**src/rtl/fetch_pkg.sv**
```systemverilog
// rtl/fetch_pkg.sv - shared constants, entry type and sizing helper for fetch_queue
package fetch_pkg;

    localparam logic [5:0] OPC_J = 6'b000010;

    typedef struct packed {
        logic [31:0] inst;
        logic [31:0] pc4;
    } fetch_entry_t;

    function automatic int cnt_w(input int depth);
        return $clog2(depth + 1);
    endfunction

endpackage

```
**src/rtl/fetch_fifo_mem.sv**
```systemverilog
// rtl/fetch_fifo_mem.sv - prefetch entry storage with wrapping pointers and occupancy count
module fetch_fifo_mem
    import fetch_pkg::*;
#(
    parameter int WIDTH = 64,
    parameter int DEPTH = 4
) (
    input  logic                     clk,
    input  logic                     rst_n,
    input  logic                     push,
    input  logic                     pop,
    input  logic                     flush,
    input  logic [WIDTH-1:0]         wr_data,
    output logic [WIDTH-1:0]         rd_data,
    output logic [cnt_w(DEPTH)-1:0]  count
);

    localparam int PTR_W = $clog2(DEPTH);
    localparam int CNT_W = cnt_w(DEPTH);

    logic [WIDTH-1:0] mem [DEPTH];
    logic [PTR_W-1:0] rd_ptr;
    logic [PTR_W-1:0] wr_ptr;

    // Entry payload needs no reset; only the pointers and count decide validity.
    always_ff @(posedge clk) begin
        if (push) begin
            mem[wr_ptr] <= wr_data;
        end
    end

    always_ff @(posedge clk or negedge rst_n) begin
        if (!rst_n) begin
            rd_ptr <= '0;
            wr_ptr <= '0;
            count  <= '0;
        end else if (flush) begin
            rd_ptr <= '0;
            wr_ptr <= '0;
            count  <= '0;
        end else begin
            if (push) begin
                wr_ptr <= wr_ptr + PTR_W'(1);
            end
            if (pop) begin
                rd_ptr <= rd_ptr + PTR_W'(1);
            end
            count <= count + CNT_W'(push) - CNT_W'(pop);
        end
    end

    assign rd_data = mem[rd_ptr];

endmodule

```
**src/rtl/fetch_queue.sv**
```systemverilog
// rtl/fetch_queue.sv - fetch stage owning the PC, feeding decode through a flushable prefetch queue (option: FETCH_JUMP_PREDECODE_EN)
module fetch_queue
    import fetch_pkg::*;
#(
    parameter int                ADDR_W   = 32,
    parameter int                INST_W   = 32,
    parameter int                DEPTH    = 4,
    parameter logic [ADDR_W-1:0] RESET_PC = '0
) (
    input  logic                     CLK,
    input  logic                     NRST,
    output logic [ADDR_W-1:0]        INST_ADDR,
    input  logic [INST_W-1:0]        INST,
    input  logic                     INST_VALID,
    input  logic                     REDIRECT,
    input  logic [ADDR_W-1:0]        REDIRECT_PC,
    output logic                     OUT_VALID,
    input  logic                     OUT_READY,
    output logic [INST_W-1:0]        OUT_INST,
    output logic [ADDR_W-1:0]        OUT_PC4,
    output logic [cnt_w(DEPTH)-1:0]  OUT_COUNT
);

    localparam int CNT_W = cnt_w(DEPTH);
    localparam int ENT_W = INST_W + ADDR_W;

    logic [ADDR_W-1:0] pc;
    logic [ADDR_W-1:0] pc4;
    logic [ADDR_W-1:0] next_pc;
    logic              full;
    logic              push;
    logic              pop;
    logic [ENT_W-1:0]  head;

    assign pc4       = pc + ADDR_W'(4);
    assign INST_ADDR = pc;

`ifdef FETCH_JUMP_PREDECODE_EN
    // Follow J immediately so decode never has to redirect for it.
    always_comb begin
        next_pc = pc4;
        if (INST[31:26] == OPC_J) begin
            next_pc = {pc4[ADDR_W-1:28], INST[25:0], 2'b00};
        end
    end
`else
    assign next_pc = pc4;
`endif

    assign full = (OUT_COUNT == CNT_W'(DEPTH));
    assign pop  = OUT_VALID & OUT_READY & ~REDIRECT;
    assign push = INST_VALID & ~REDIRECT & (~full | pop);

    always_ff @(posedge CLK or negedge NRST) begin
        if (!NRST) begin
            pc <= RESET_PC;
        end else if (REDIRECT) begin
            pc <= REDIRECT_PC;
        end else if (push) begin
            pc <= next_pc;
        end
    end

    fetch_fifo_mem #(
        .WIDTH (ENT_W),
        .DEPTH (DEPTH)
    ) u_mem (
        .clk     (CLK),
        .rst_n   (NRST),
        .push    (push),
        .pop     (pop),
        .flush   (REDIRECT),
        .wr_data ({INST, pc4}),
        .rd_data (head),
        .count   (OUT_COUNT)
    );

    // Empty queue presents a nop with a zero PC so stale storage never leaks out.
    assign OUT_VALID = (OUT_COUNT != '0);
    assign OUT_INST  = OUT_VALID ? head[ENT_W-1:ADDR_W] : '0;
    assign OUT_PC4   = OUT_VALID ? head[ADDR_W-1:0]     : '0;

endmodule

```
**config.mk**
```make
export PLATFORM = sky130hd
export DESIGN_NAME = fetch_queue
export DESIGN_NICKNAME = d
export VERILOG_FILES = /design/src/rtl/fetch_pkg.sv /design/src/rtl/fetch_fifo_mem.sv /design/src/rtl/fetch_queue.sv
export SDC_FILE = /design/constraint.sdc
export NUM_CORES = 1
export LEC_CHECK = 0
export ABC_AREA = 1
export BUFFER_PORTS_ARGS = -buffer_cell sky130_fd_sc_hd__buf_2
export CELL_PAD_IN_SITES_DETAIL_PLACEMENT = 1
export CELL_PAD_IN_SITES_GLOBAL_PLACEMENT = 1
export CORE_ASPECT_RATIO = 0.8
export CORE_UTILIZATION = 45
export CTS_CLUSTER_SIZE = 25
export DETAILED_ROUTE_END_ITERATION = 7
export HOLD_SLACK_MARGIN = 0.08
export PLACE_DENSITY_LB_ADDON = 0.1
export SKIP_CTS_REPAIR_TIMING = 1
export SLEW_MARGIN = 20
export SYNTH_ARGS = -nofsm -noshare
export SYNTH_HDL_FRONTEND = slang
export SYNTH_SLANG_ARGS = --single-unit
```
**constraint.sdc**
```tcl
create_clock -name CLK -period 5.7 [get_ports CLK]
set_clock_uncertainty 0.15 [all_clocks]
set_input_delay 0.285 -clock CLK [delete_from_list [all_inputs] [get_ports CLK]]
set_output_delay 0.285 -clock CLK [all_outputs]
set_load 0.02 [all_outputs]
```
==> metrics.md, run 1 <==
| Metric | Value |
|---|---|
| Status | complete, no violations |
| Max clock buf depth | 3 |
| Die height | 152 um |
| Initial antenna violation count | 0 |
| Total global-route track usage | roughly a quarter |
| CTS tree | done |
| RSZ-0062 raised after global routing | no |
| # IOs | approximately 170 |
| Starting density of the core | a little under half |
| First-pass GRT wire length | approximately 53 mm |
| Final Cycle Share | between 60% and 70% |
| Cells after synthesis | between 1,000 and 1,500 |
| Met1 Routed Length | 16.3 mm |
| Design area | 0.0154 mm^2 |
| Num CTS Buffers | 30 |
| Reg2reg setup slack | ~2700 ps |
| Sw Share | 36.4% |
| Post-synthesis sequential area ratio | 68.5% |
| Worst slew pin tran | 1090 ps |
| Row Count | 54 |
| Gate power share | between 30% and 40% |
| Ranking of synthesized cells by area | edfxtp_1 (61%), nor2_1 (8.8%), dfrtp_1 (7.7%) |
| CP max FO | 57 |
| Diode count | 0 |
| Die area | 0.0288 mm^2 |
| Clock power frac | 28.7% |
| Setup-failing EPs final | 0 |
| Input/output buffers | roughly 170 |
| Max cap viols | 0 |
| Clk slew on worst S/H paths | ~60 ps |
| Final Hold Fails | 0 |
| Synth top area share | 60.8% |
| Syn Nets | 1,265 |
| Grt total ovfl | 0 |
| Synth Warn # | 0 |
| WS Path Type | reg2out |
| Commonest non-fill, non-tap cell in the layout | nor2_1 |
| Vias per cell | approximately 5.2 |
| Initial DRC Count | between 600 and 700 |
| H-tree depth | 1 |
| Worst Hold Depth | 2 |
| Pre-antenna DRT Iters | 5 |
| Worst hold start | REDIRECT |
| Hold crit path type | in2reg |
| Met3 Wirelength | between 1.5 and 2 mm |
| Net Sw Power | roughly 2400 uW |
| Fill cells | roughly 3,000 |
| Most frequent cells in the layout | nor2_1 (290), edfxtp_1 (256), nand2_1 (193) |
| Core Area | 0.0274 mm^2 |
| Synth cell types | 28 |
| RePlAce Congestion | roughly 0.8 |
| Yosys reg bits | around 300 |
| Lkg Pwr | roughly 0.006 uW |
| DRC viols | 0 |
| Yosys top cell by area | edfxtp_1 |
| Wirelength, routed | around 35 mm |
| Worst setup path startpoint | u_mem.rd_ptr[0] |
| Part of the power in registers | 41.0% |
| Relative slew slack | between 20 and 30% |
| Dpl cell area | about 0.014 mm^2 |
| Final min period | 3730 ps |
| Max-slew violation count | 0 |
| Sinks on Clock Net | about 300 |
| Area Growth Syn to Fin | 21.7% |
| Largest net degree at the start of global routing | 82 |
| NumNets Final | roughly 1,500 |
| Highest metal used | met4 |
| Synth Cell Area | around 0.013 mm^2 |
| Startpoint type of the worst setup path | flop |
| Share of cells above drive strength 1 | between 15 and 20% |
| Fmax | 268 MHz |
| Routed wire length on met2 | approximately 17 mm |
| Data arrival, critical path | around 3300 ps |
| Root buffer cell | clkbuf_16 |
| Placed wire-length estimate | 20.9 mm |
| PD cells | 423 mW/mm^2 |
| Worst vdd ir | 0.238 mV |
| Worst-skew pair later-pin latency | around 570 ps |
| Reg2reg path depth | 7 |
| CP Data Required Time | ~5300 ps |
| Sum Neg Setup Slack | 0 ps |
| Vias in the first global route | between 9,000 and 10,000 |
| Crit end category | output pin |
| Routed wire per std cell | 19.6 um |
| Via count | around 9,400 |
| Syn avg cell area | approximately 11 um^2 |
| RR Startpoint | u_mem.count[1] |
| Internal power | approximately 4100 uW |
| Die width | between 150 and 200 um |
| Post-route ant nets | 0 |
path summary, 6_finish.rpt:
check | end
max reg2reg | u_mem.mem[2][54]
max | OUT_PC4[19]
min in group asynchronous | INST_ADDR[18]
max in group asynchronous | u_mem.rd_ptr[0]
min | u_mem.count[1]
min reg2reg | u_mem.mem[0][1]
per-stage QoR:
stage / std cells / total power, uW / util [%] / hold WS, ps / setup slack, ps
finish: 1790 / 6510 / 56.1 / 181 / 1970
global route: 1790 / 6820 / 56.1 / 241 / 1710
CTS: 1724 / 6520 / 53.7 / -319 / 1930
detailed placement: 1672 / 4660 / 50.3 / 279 / 2520
global placement: 1672 / 4610 / 50.3 / 269 / 2600
floorplan: 1188 / 3920 / - / -161 / 1360
flip-flops by register name, indices dropped and copies added, names as in the netlist:
name,count
u_mem.count,3
u_mem.rd_ptr,2
INST_ADDR,32
u_mem.wr_ptr,2
u_mem.mem,256
layer usage:
layer	GRT usage, %	vias up
met5	0	-
met2	38.8	247
met4	5.68	0
met3	2.84	41
met1	34.3	4641
li1	-	4424
power by group through the flow:
| stage | clock (uW) | combinational, uW | sequential [uW] |
|---|---|---|---|
| 6_report | 1870 | 1970 | 2670 |
| 3_3_place_gp | 0 | 1910 | 2700 |
| 4_1_cts | 1890 | 1960 | 2670 |
| 5_1_grt | 1980 | 2160 | 2680 |
| 3_5_place_dp | 0 | 1950 | 2710 |
| 2_1_floorplan | 0 | 1220 | 2700 |
cells by family after synthesis:
logic type / Yosys count / share of synthesized area (%)
simple gates: 530 / 16.7
buf+inv: 125 / 4.06
fa+ha+maj: 8 / 0.851
compound gates: 215 / 8.56
flops: 295 / 68.5
xor+xnor: 15 / 1.28
cells in the mapped netlist:
library cell and instances:
nand2_1 193, nor2_1 296, a31oi_1 1, inv_1 63, buf_1 14, buf_2 27
nor2_4 9, buf_4 2, xnor2_1 5, dfrtp_1 39, clkbuf_2 2, nand2_2 3
nand2_4 1, clkbuf_1 16, o21ai_0 145, nand3_1 23, a21oi_1 67, inv_2 1
fa_1 1, o211ai_1 2, edfxtp_1 256, nor2_2 1, ha_1 7, nor3_1 1
xor2_2 4, and2_1 2, and3_1 1, xor2_1 6
layout make-up:
class                   instances  area [um^2]  share of cell area [%]
repair buffers                247         1600                    10.4
inverters                      64          241                    1.57
clock inverters                15          138                   0.895
well taps                     364          455                    2.96
multi-input cells             768         3500                    22.8
clock buffers                  37          777                    5.05
flip-flops and latches        295         8670                    56.4
critical path: stages, from the launching register on:
cell and delay (ps):
dfrtp_4 790, clkinv_2 770, buf_4 540, o21ai_0 240, a21oi_1 120, buf_2 220
Power figures use the tool's default switching activity.
==> run 2: changes to the inputs <==
clock period = 3.7 ns   (was 5.7 ns; I/O delays follow)
==> run 2 against run 1 <==
Effect of this change: die area is the same; critical path depth is the same; combinational power grew 57%; highest routed layer unchanged.
==> metrics.md, run 2 (same netlist as run 1, synthesis figures left out) <==
| Metric | Value |
|---|---|
| Status | complete, no violations |
| Lkg Pwr | 0.00614 uW |
| Initial DRC Count | ~580 |
| First-pass GRT wire length | 51.9 mm |
| Post-route non-filler standard cell count | around 1,800 |
| Root buffer cell | clkbuf_16 |
| Initial antenna violation count | 0 |
| Largest stage delay, worst path | around 650 ps |
| Fill cells | roughly 3,000 |
| Vias per cell | slightly above 5 |
| Worst vdd ir | 0.389 mV |
| Startpoint type of the worst setup path | flop |
| Hold crit path type | in2reg |
| WHS | about 100 ps |
| NumNets Final | 1,492 |
| PD cells | 647 mW/mm^2 |
| Clk slew on worst S/H paths | around 60 ps |
| Input/output buffers | around 170 |
| Area Growth Syn to Fin | 23.0% |
| CTS tree | done |
| Max cap viols | 0 |
| Worst-skew pair later-pin latency | around 560 ps |
| Max-slew violation count | 0 |
| Num CTS Buffers | 30 |
| Crit end category | output pin |
| Sinks on Clock Net | about 300 |
| CP max-delay cell | dfrtp_4 |
| Worst slew pin tran | between 900 and 1000 ps |
| Wirelength, routed | 34.4 mm |
| H-tree depth | 1 |
| Share of cells above drive strength 1 | 18.1% |
| RePlAce Congestion | around 0.83 |
| Final Cycle Share | around 78% |
| Final worst setup slack | 796 ps |
| Net Sw Power | ~3600 uW |
| CP Data Required Time | 3370 ps |
| Clock power frac | 28.7% |
| Max reg flops | around 260 |
| Via count | ~9,300 |
| Starting density of the core | a little under half |
| Die width | about 190 um |
| WS Path Type | reg2out |
| Pre-antenna DRT Iters | 4 |
| Die height | 152 um |
| Internal power | around 6400 uW |
| Setup-failing EPs final | 0 |
| Critical path's top delay family | buffers and inverters |
| Row Count | 54 |
| Fmax | between 300 and 400 MHz |
| Sw Share | around 36% |
| Routed wire per std cell | about 19 um |
| Final min period | a little under 3000 ps |
| Placed wire-length estimate | 20.9 mm |
| Most frequent cells in the layout | nor2_1 (290), edfxtp_1 (256), nand2_1 (193) |
| Largest net degree at the start of global routing | between 60 and 70 |
| Diode count | 0 |
| Part of the power in registers | between 40% and 50% |
| Post-route ant nets | 0 |
| Crit path depth | 5 |
| Crit path buffers/inverters | 3 |
| Total global-route track usage | a little under a quarter |
| Reg2reg path depth | 13 |
| Gate power share | a little under a third |
| Max clock buf depth | 3 |
| Core Area | between 0.02 and 0.03 mm^2 |
| Final Hold Fails | 0 |
| CP max FO | 48 |
| RSZ-0062 raised after global routing | no |
| Reg with most FFs | u_mem.mem |
| Post-placement worst setup slack | 1240 ps |
| Reg2reg setup slack | between 1000 and 1500 ps |
| Critical path cell sequence | clkinv_2, buf_4, o21ai_0, a21oi_1, buf_2 |
| Data arrival, critical path | roughly 2600 ps |
| Inst Count DP | 1,678 |
| DRC viols | 0 |
| # IOs | around 170 |
| Grt total ovfl | 0 |
| Commonest non-fill, non-tap cell in the layout | nor2_1 |
| Relative slew slack | around two fifths |
| Worst Hold Depth | 4 |
| Vias in the first global route | approximately 9,500 |
| Die area | 0.0288 mm^2 |
==> run 2: cell types whose count changed in the layout (fill, tap and decap cells not counted) <==
cell | previous run | this run
buf_2 | 168 | 167
dlygate4sd3_1 | 66 | 68
clkbuf_1 | 7 | 4
clkbuf_8 | 0 | 1
clkinvlp_4 | 1 | 0
inv_6 | 1 | 0
clkinv_1 | 7 | 6
clkinv_2 | 3 | 11
clkinv_4 | 1 | 0
buf_4 | 13 | 15
buf_12 | 0 | 6
==> run 2: worst min-delay path, stage by stage <==
cell	delay, ps
buf_2	80
nand2_1	120
nand2_1	260
a31oi_1	130
==> run 2: layout make-up <==
class | instances | area (um^2) | area share, %
clock buffer | 35 | 779 | 5.01
clock inverter | 19 | 149 | 0.958
inverter | 64 | 241 | 1.55
multi-input combinational | 768 | 3500 | 22.5
sequential | 295 | 8670 | 55.8
tap | 364 | 455 | 2.93
timing repair buffer | 256 | 1750 | 11.3
==> run 2: through the flow <==
| stage | cell area, um^2 | TNS (ps) | power (uW) | util [%] |
|---|---|---|---|---|
| global route | 15500 | 0 | 10600 | 56.7 |
| global placement | 13900 | 0 | 7120 | 50.7 |
| CTS | 14800 | 0 | 10100 | 54.1 |
| finish | 15500 | 0 | 10100 | 56.7 |
| floorplan | 12600 | -163980 | 6040 | - |
| detailed placement | 13900 | 0 | 7190 | 50.7 |
==> run 2: power by group through the flow <==
stage	clock network (uW)	registers, uW	logic (uW)
after global routing	3060	4100	3380
after detailed placement	0	4150	3040
final	2880	4080	3100
after floorplan	0	4160	1890
after global placement	0	4140	2980
after CTS	2930	4080	3060
==> run 2: worst paths after layout <==
path                                 start         endpoint
max                        u_mem.rd_ptr[0]     OUT_INST[12]
min                             INST_VALID     INST_ADDR[3]
max reg2reg                 u_mem.count[1]   u_mem.count[2]
min reg2reg                   INST_ADDR[1]  u_mem.mem[3][1]
max in group asynchronous             NRST  u_mem.rd_ptr[0]
min in group asynchronous             NRST    INST_ADDR[14]
==> run 2: routing by layer <==
| layer | track usage, % | share of wire, % |
|---|---|---|
| met1 | 32.1 | 46 |
| met2 | 39.3 | 49 |
| met3 | 3.12 | 4.1 |
| met4 | 5.18 | 1.7 |
| met5 | 0 | 0 |
